==> src/rtl/mvau_inp_ctrl.sv <==
// mvau_inp_ctrl: input buffer controller for the MVAU, writes each activation vector once and replays it for all NF row tiles.
module mvau_inp_ctrl #(
  parameter int MatrixW = 20,
  parameter int MatrixH = 8,
  parameter int SIMD = 2,
  parameter int PE = 2,
  localparam int SF = MatrixW / SIMD,
  localparam int NF = MatrixH / PE,
  localparam int BUF_ADDR = SF > 1 ? $clog2(SF) : 1,
  localparam int WMEM_ADDR = SF * NF > 1 ? $clog2(SF * NF) : 1
) (
  input  logic                 clk,
  input  logic                 rst,
  input  logic                 in_v,
  output logic                 in_rdy,
  input  logic                 out_rdy,
  output logic                 out_v,
  output logic                 write_en,
  output logic                 read_en,
  output logic [BUF_ADDR-1:0]  addr,
  output logic [WMEM_ADDR-1:0] wmem_addr,
  output logic                 sf_last,
  output logic                 vec_last
);
  localparam int NF_W = NF > 1 ? $clog2(NF) : 1;
  typedef enum logic {WRITE, READ} state_t;
  if (MatrixW % SIMD != 0 || MatrixH % PE != 0) begin : g_bad_fold
    $error("mvau_inp_ctrl: MatrixW must divide by SIMD and MatrixH by PE");
  end
  state_t               state_q, state_d;
  logic [BUF_ADDR-1:0]  sf_q, sf_d;
  logic [NF_W-1:0]      nf_q, nf_d;
  logic [WMEM_ADDR-1:0] wm_q, wm_d;
  logic                 wr, sf_end, nf_end, fire;
  always_comb begin
    wr      = state_q == WRITE;
    sf_end  = sf_q == BUF_ADDR'(SF - 1);
    nf_end  = nf_q == NF_W'(NF - 1);
    fire    = ~rst & (wr ? in_v & out_rdy : out_rdy);
    sf_d    = fire ? (sf_end ? '0 : sf_q + 1'b1) : sf_q;
    nf_d    = fire & sf_end ? (nf_end ? '0 : nf_q + 1'b1) : nf_q;
    wm_d    = fire ? (sf_end & nf_end ? '0 : wm_q + 1'b1) : wm_q;
    state_d = fire & sf_end ? (nf_end ? WRITE : READ) : state_q;
  end
  always_ff @(posedge clk or posedge rst) begin
    if (rst) begin
      state_q <= WRITE;
      sf_q    <= '0;
      nf_q    <= '0;
      wm_q    <= '0;
    end else begin
      state_q <= state_d;
      sf_q    <= sf_d;
      nf_q    <= nf_d;
      wm_q    <= wm_d;
    end
  end
  // Outputs are forced low during reset, including the pass-through ready.
  always_comb begin
    out_v     = fire;
    in_rdy    = ~rst & wr & out_rdy;
    write_en  = wr & fire;
    read_en   = ~rst & ~wr;
    addr      = rst ? '0 : sf_q;
    wmem_addr = rst ? '0 : wm_q;
    sf_last   = fire & sf_end;
    vec_last  = fire & sf_end & nf_end;
  end
endmodule
==> config.mk <==
export PLATFORM = sky130hd
export DESIGN_NAME = mvau_inp_ctrl
export DESIGN_NICKNAME = d
export VERILOG_FILES = /design/src/rtl/mvau_inp_ctrl.sv
export SDC_FILE = /design/constraint.sdc
export NUM_CORES = 1
export LEC_CHECK = 0
export CAP_MARGIN = 20
export CORE_MARGIN = 4
export CORE_UTILIZATION = 47
export DETAILED_ROUTE_END_ITERATION = 8
export GPL_ROUTABILITY_DRIVEN = 0
export PLACE_DENSITY = 0.81
export RECOVER_POWER = 50
export SLEW_MARGIN = 10
export SYNTH_ARGS = -nofsm -noshare
export SYNTH_HDL_FRONTEND = slang
export SYNTH_SLANG_ARGS = --single-unit
==> constraint.sdc <==
create_clock -name clk -period 1.85 [get_ports clk]
set_clock_uncertainty 0.15 [all_clocks]
set_input_delay 0.37 -clock clk [delete_from_list [all_inputs] [get_ports clk]]
set_output_delay 0.37 -clock clk [all_outputs]
set_load 0.01 [all_outputs]
After elaboration in Yosys (flattened, before gate mapping):

Index checks and enable logic that the tools add are counted.
W data, S select, Z words.

* multiplexer cells: 7
* bitwise gates (word level): 11
* add/sub/neg operators: 3
* equality and inequality tests: 2

Operators by type and width (number)
* $mux W6: 2
* $and A1 B1 Y1: 9
* $mux W4: 2
* $add A6 B1 Y6 const B: 1
* $add A4 B1 Y4 const B: 1
* $eq A4 B4 Y1 const B: 1
* $add A2 B1 Y2 const B: 1
* $eq A2 B2 Y1 const B: 1
* $mux W1: 2
* $mux W2: 1
* $not A1 Y1: 2

* input bits: 4
* output and inout port bits: 16
* bits in registers: 13

Logic depth before layout (Yosys ltp):

Gate-level depths: netlist of run 1.

* depth in word-level cells: 5
* mapped depth: 5
* gate-level depth less buffers: 5

Worst setup path before layout of run 1:

No wires, ideal clock.

* path type: reg2out
* start: reg sf_q[1]
* end: out vec_last
* data required time: 1330 ps
* buffers on the path: 0
* arrival time: 1050 ps
* stages on the path, launching flop included: 4
* path slack: 280 ps
* cells stage by stage: dfrtp_1 nor3b_4 nand3_1 nor2_1

* longest elaborated chain between the ends: 3

Ends and longest elaborated chain
* start: declaration: RTL line 31 `logic [BUF_ADDR-1:0] sf_q, sf_d;`
* start signal: assignment: RTL line 48 `sf_q <= '0;`
* start signal: assignment: RTL line 53 `sf_q <= sf_d;`
* $eq A4 B4 Y1: RTL line 37 `sf_end = sf_q == BUF_ADDR'(SF - 1);`
* $and A1 B1 Y1 (2 in series): RTL line 67 `vec_last = fire & sf_end & nf_end;`
* end: declaration: RTL line 23 `output logic vec_last`

No other way between the ends.

Final worst setup path of run 1:

Same ends and word-level chain as after synthesis.

==> impl_metrics.py, run 1 <==
metrics = {
    "run_status": {
        "status": "complete, but fails checks",
        "violations": "setup timing",
    },
    "hold_path": {
        "hp-class": "reg -> reg",
    },
    "critical_path": {
        "arrival_ns": 1.38,
        "cp-end-kind": "primary output",
        "worstPathMaxFanout": 3,
        "crit_path_start_kind": "flip-flop",
        "crit_required_ns": 1.33,
        "critical_path_class": "reg -> out",
    },
    "pwr": {
        "ir_drop_uv": 862,
        "intPower_uw": 903,
        "clockPowerShare_pct": 12.3,
        "cellPowerDensity_nw_per_um2": 1280,
        "switchingPower_uw": 600,
        "combinationalPowerShare_pct": 54.5,
        "switching_share_pct": 39.9,
        "p_leak_uw": 0.000594,
        "p_seq_share_pct": 33.3,
    },
    "clock_tree": {
        "cts_buffers": 3,
        "worstSkewPairLatency_ns": 0.29,
        "clk_path_buf_depth": 2,
        "cts-root-buf": "clkbuf_4",
        "clock_sinks": 13,
        "clkSlewWorstSetupHoldPaths_ns": 0.08,
        "cts_tree": "done",
        "h-tree-depth": 1,
        "postCtsHoldBufs": 0,
    },
    "sta": {
        "fin_crit_sh_pct": 103,
        "hold_viol": 0,
        "setup_viol": 2,
        "period_needed_ns": 1.90,
        "hold-worst-slack_ns": 0.389,
        "timing.final.ws_setup_ns": -0.0481,
        "max_freq_mhz": 527,
        "tns_ns": -0.0901,
        "worst_slew_pin_slew_ns": 0.437,
        "drv_slew": 0,
        "rsz0062_at_grt": "true",
        "max_slew_margin_pct": 70.9,
    },
    "detailed_routing": {
        "routed_wl_microns": 2410,
        "drc_errors": 0,
        "antenna_left": 0,
        "viasPerCell": 5.69,
        "avgRoutedWirePerCell_microns": 16.4,
        "first_iter_violations": 19,
        "dr.pass1.iters": 4,
        "vias": 837,
    },
    "global_route": {
        "grt_pass1_wl_microns": 3850,
        "grt_max_degree": 9,
        "gr-usage-met1_pct": 25.5,
        "use_met2_pct": 36.2,
        "grt_usage_pct": 20.9,
        "grt_util_met3_pct": 3.61,
        "antenna_found_initial": 0,
        "grt-ovfl-total": 0,
        "grt_busiest_layer": "met2",
        "first_global_vias": 804,
    },
    "cells_and_area": {
        "mostFrequentLayoutCells": "buf_4, dfrtp_1, nor2b_1, dlygate4sd2_1, nand2_1",
        "drive_gt1_share_pct": 33.6,
        "finalInstanceArea_sq_um": 1180,
        "final_util_pct": 75.5,
        "final_common_cell": "buf_4",
        "syn_to_final_growth_pct": 45.7,
        "antennaDiodeCount": 0,
        "finalNetCount": 138,
    },
    "logic_synthesis": {
        "synth-seq-cells": 13,
        "synth.cell_area_sq_um": 808,
        "netlist_instances": 86,
        "synth.avg_cell_area_sq_um": 9.40,
        "async_flop_share_pct": 100,
        "syn_nets": 92,
        "synth-edff-count": 0,
        "synth_cell_types": 33,
        "ys_seq_area_share_pct": 40.2,
        "synth_warnings": 0,
        "synth_ff_type": "dfrtp_1",
    },
    "die": {
        "rows": 14,
        "initial_core_util_pct": 51.8,
        "die_w_microns": 49.5,
        "dieArea_sq_um": 2450,
        "num_io_pins": 20,
        "coreArea_sq_um": 1560,
        "die_y_microns": 49.5,
    },
    "run": {
        "maxCapViolCount": 0,
    },
    "placed_design": {
        "placed_area_sq_um": 1130,
        "io_buffers": 19,
        "hpwl_microns": 1640,
    },
}
timing repair:
| item | CTS | global route |
|---|---|---|
| setup endpoints to repair | 16 | 9 |
| buffers inserted | 7 | 1 |
| pin swaps | 3 | 4 |
| gates resized for setup | 33 | 13 |
cell families (layout without fill, tap and decap cells):
group / after synthesis / after routing / share of synthesized area (%)
AND/OR/NAND/NOR: 44 / 44 / 34.2
buffers and inverters: 8 / 53 / 5.42
adder cells (fa/ha/maj): 2 / 2 / 3.10
XOR/XNOR: 2 / 2 / 2.17
multiplexers: 2 / 2 / 3.72
flip-flops: 13 / 13 / 40.2
AO/OA/AOI/OAI: 15 / 15 / 11.1
power by group through the flow:
stage | sequential, uW | combinational [uW] | clock [uW]
CTS | 494 | 786 | 183
global placement | 504 | 726 | 0
finish | 500 | 818 | 185
floorplan | 503 | 422 | 0
global route | 511 | 883 | 198
detailed placement | 517 | 762 | 0
synthesized netlist by cell type, types with 2 or more instances:
| master | number | area share [%] |
|---|---|---|
| nand3_1 | 6 | 3.7 |
| ha_1 | 2 | 3.1 |
| inv_1 | 5 | 2.3 |
| dfrtp_1 | 13 | 40 |
| nor2_1 | 6 | 2.8 |
| nand2_1 | 7 | 3.3 |
| xnor2_1 | 2 | 2.2 |
| mux2_4 | 2 | 3.7 |
| nor2b_1 | 8 | 6.2 |
| nand2b_1 | 2 | 1.5 |
| o21ai_0 | 5 | 3.1 |
| nor4_1 | 3 | 2.3 |
| a21oi_1 | 4 | 2.5 |
| nor3_1 | 2 | 1.2 |
path summary, 6_finish.rpt:
path,startpoint,end,slack (ns),cells after the start
worst min register to register,nf_q[1],nf_q[1],0.39,1
min in group asynchronous,rst,wm_q[1],0.45,5
worst min-delay path,nf_q[1],nf_q[1],0.39,1
worst max-delay path,sf_q[1],vec_last,-0.05,4
max in group asynchronous,rst,sf_q[1],0.73,5
worst max register to register,state_q,wm_q[5],0.17,6
state kept, by name (all words and copies together), names as in the netlist:
signal / flops
wm_q: 6
sf_q: 4
nf_q: 2
state_q: 1
metal layers:
layer / vias to the layer above / routed length, microns
met5: - / 0
met4: 0 / 38
met3: 6 / 152
met2: 42 / 1250
met1: 402 / 972
li1: 387 / -
layout make-up:
type,instances,area (sq um)
repair buffers,43,330
well taps,16,20.0
inverters,6,27.5
multi-input cells,65,447
clock buffers,3,22.5
fillers,108,382
flip-flops and latches,13,325
clock inverters,1,5.00
metrics by stage:
stage | total power (uW) | worst slack [ns] | std cells
6_report | 1500 | -0.0481 | 147
5_1_grt | 1590 | -0.117 | 147
4_1_cts | 1460 | -0.129 | 146
3_5_place_dp | 1280 | -0.517 | 136
3_3_place_gp | 1230 | -0.495 | 136
2_1_floorplan | 926 | 0.280 | 86
worst max-delay path, cell delays in order, from the launching register on:
cell and delay, ns:
dfrtp_1 0.42, nor3b_4 0.27, nand3_2 0.14, nor2_2 0.13, buf_2 0.13
Power figures use the tool's default switching activity.
==> inputs of run 2 (changes only) <==
- CORE_UTILIZATION: 47 -> 35
- PLACE_DENSITY: 0.81 -> 0.64
==> run 2 against run 1 <==
Against the previous run:
- the flow still finishes with violations (setup timing)
- combinational power down 15%
- cell count up 6.8%
- fmax up 1.4%
- worst hold slack worse by 0.014 ns
- die area up 28%
- non-clock buffer count down 2
- clock-buffer cell count is 1 higher
- sequential power rose by 5.2%
- power decreased by 6.7%
- critical path type unchanged
==> impl_metrics.py, run 2 (same netlist as run 1, synthesis figures left out) <==
metrics = {
    "run_status": {
        "status": "complete, but fails checks",
        "violations": "setup timing",
    },
    "cells_and_area": {
        "finalNonFillerCells": 157,
        "largest_reg_flops": 6,
        "largest_register": "wm_q",
        "mostFrequentLayoutCells": "buf_4, dfrtp_1, dlygate4sd2_1, nor2b_1, nand2_1",
        "final_common_cell": "buf_4",
        "finalNetCount": 136,
        "largest_registers": "wm_q x6, sf_q x4, nf_q x2",
        "syn_to_final_growth_pct": 43.0,
        "drive_gt1_share_pct": 33.3,
        "final_util_pct": 52.3,
        "antennaDiodeCount": 0,
        "fillers": 234,
        "finalInstanceArea_sq_um": 1160,
    },
    "detailed_routing": {
        "routed_wl_microns": 1950,
        "vias": 734,
        "viasPerCell": 4.68,
        "first_iter_violations": 10,
        "antenna_left": 0,
        "avgRoutedWirePerCell_microns": 12.4,
        "dr.pass1.iters": 4,
        "drc_errors": 0,
    },
    "critical_path": {
        "crit_path_cell_trace": "nor3b_4 > buf_6 > nand4_4 > inv_2 > buf_6",
        "r2r_slack_ns": 0.07,
        "crit_path_start_kind": "flip-flop",
        "arrival_ns": 1.35,
        "critPathBufInv": 3,
        "crit_required_ns": 1.33,
        "critical_path_class": "reg -> out",
        "timing.rr.start": "state_q",
        "crit_slowest_cell": "dfrtp_1",
        "crit_family": "flip-flops",
        "crit_top_cell": "buf_6",
        "r2r_cells": 6,
        "worstPathMaxFanout": 2,
        "regToRegEndpoint": "sf_q[1]",
        "slowest_delay_ns": 0.42,
        "cp-end-kind": "primary output",
    },
    "sta": {
        "drv_slew": 0,
        "rsz0062_at_grt": "true",
        "worst_slew_pin_slew_ns": 0.391,
        "fin_crit_sh_pct": 101,
        "hold-worst-slack_ns": 0.375,
        "timing.final.ws_setup_ns": -0.0215,
        "max_slew_margin_pct": 73.9,
        "hold_viol": 0,
        "setup_viol": 3,
        "period_needed_ns": 1.87,
        "max_freq_mhz": 534,
    },
    "global_route": {
        "grt_max_degree": 9,
        "grt-ovfl-total": 0,
        "grt_pass1_wl_microns": 3180,
        "first_global_vias": 712,
        "antenna_found_initial": 0,
        "grt_usage_pct": 13.0,
    },
    "hold_path": {
        "hp-class": "reg -> reg",
        "min_from": "nf_q[1]",
        "hold_depth": 1,
        "min_to": "nf_q[1]",
    },
    "placed_design": {
        "io_buffers": 19,
        "dp_cells": 149,
        "hpwl_microns": 1500,
        "placed_area_sq_um": 1150,
    },
    "die": {
        "rows": 17,
        "initial_core_util_pct": 36.5,
        "die_w_microns": 56.1,
        "dieArea_sq_um": 3140,
        "coreArea_sq_um": 2210,
        "die_y_microns": 56.1,
        "num_io_pins": 20,
    },
    "run": {
        "maxCapViolCount": 0,
    },
    "clock_tree": {
        "cts_buffers": 3,
        "clkSlewWorstSetupHoldPaths_ns": 0.08,
        "cts-root-buf": "clkbuf_4",
        "h-tree-depth": 1,
        "clk_path_buf_depth": 2,
        "worstSkewPairLatency_ns": 0.28,
        "clock_sinks": 13,
        "cts_tree": "done",
    },
    "pwr": {
        "p_leak_uw": 0.000579,
        "ir_drop_uv": 700,
        "cellPowerDensity_nw_per_um2": 1210,
        "power_uw": 1400,
    },
}
-- run 2: cell types whose count changed in the layout (fill, tap and decap cells not counted), sizes merged --
| cell | change |
|---|---|
| buf | -1 |
| clkbuf | +3 |
| clkdlybuf4s15 | -4 |
| clkinv | -1 |
| clkinvlp | +1 |
| dlygate4sd2 | +1 |
| inv | -1 |
-- run 2: cell type report --
type,count,area [sq um],area share (%)
tap,28,35.0,3.03
sequential,13,325,28.1
inverter,6,23.8,2.06
clock buffer,4,26.3,2.27
multi-input combinational,65,452,39.1
timing repair buffer,41,294,25.4
-- run 2: worst reg2reg max path: stages, from the launching register on --
cell and delay (ns):
dfrtp_1 0.43, or2_4 0.28, nand2_4 0.09, clkinvlp_2 0.11
clkbuf_1 0.20, nand2_2 0.12, mux2_4 0.30
-- run 2: worst max-delay path by stage --
| stage | end | depth (start not counted) | from |
|---|---|---|---|
| after floorplan | vec_last | 3 | sf_q[1] |
| after global placement | vec_last | 5 | rst |
| after detailed placement | write_en | 5 | rst |
| after CTS | sf_last | 5 | sf_q[2] |
| after global routing | sf_last | 5 | sf_q[1] |
| final | sf_last | 5 | sf_q[1] |
-- run 2: per-layer routing --
layer  vias to the layer above  track usage (%)  wire (microns)
met4                         0             6.10              29
met1                       336             17.2             950
met5                         -                0               0
met2                        15             20.4             893
li1                        379                -               -
met3                         4             2.32              73
-- run 2: metrics by stage --
step,setup slack [ns],setup TNS [ns]
global route,-0.0855,-0.405
detailed placement,-0.509,-7.54
global placement,-0.507,-7.17
floorplan,0.280,0
CTS,-0.0327,-0.0327
finish,-0.0215,-0.0409
-- run 2: timing repair --
action | CTS | global route
setup endpoints to repair | 16 | 10
setup buffers | 3 | 1
resized for setup | 33 | 14
pin swaps | 4 | 2
hold buffers | 0 | 0
-- run 2: power breakdown --
group	internal, uW	switching, uW
clock network	83.7	97.2
registers	395	131
logic	390	305
==> inputs of run 3 (changes only) <==
- HOLD_SLACK_MARGIN: default -> 0.06
==> results of run 3 <==
Same layout as run 2: the final DEF is identical, and so are final timing and power.
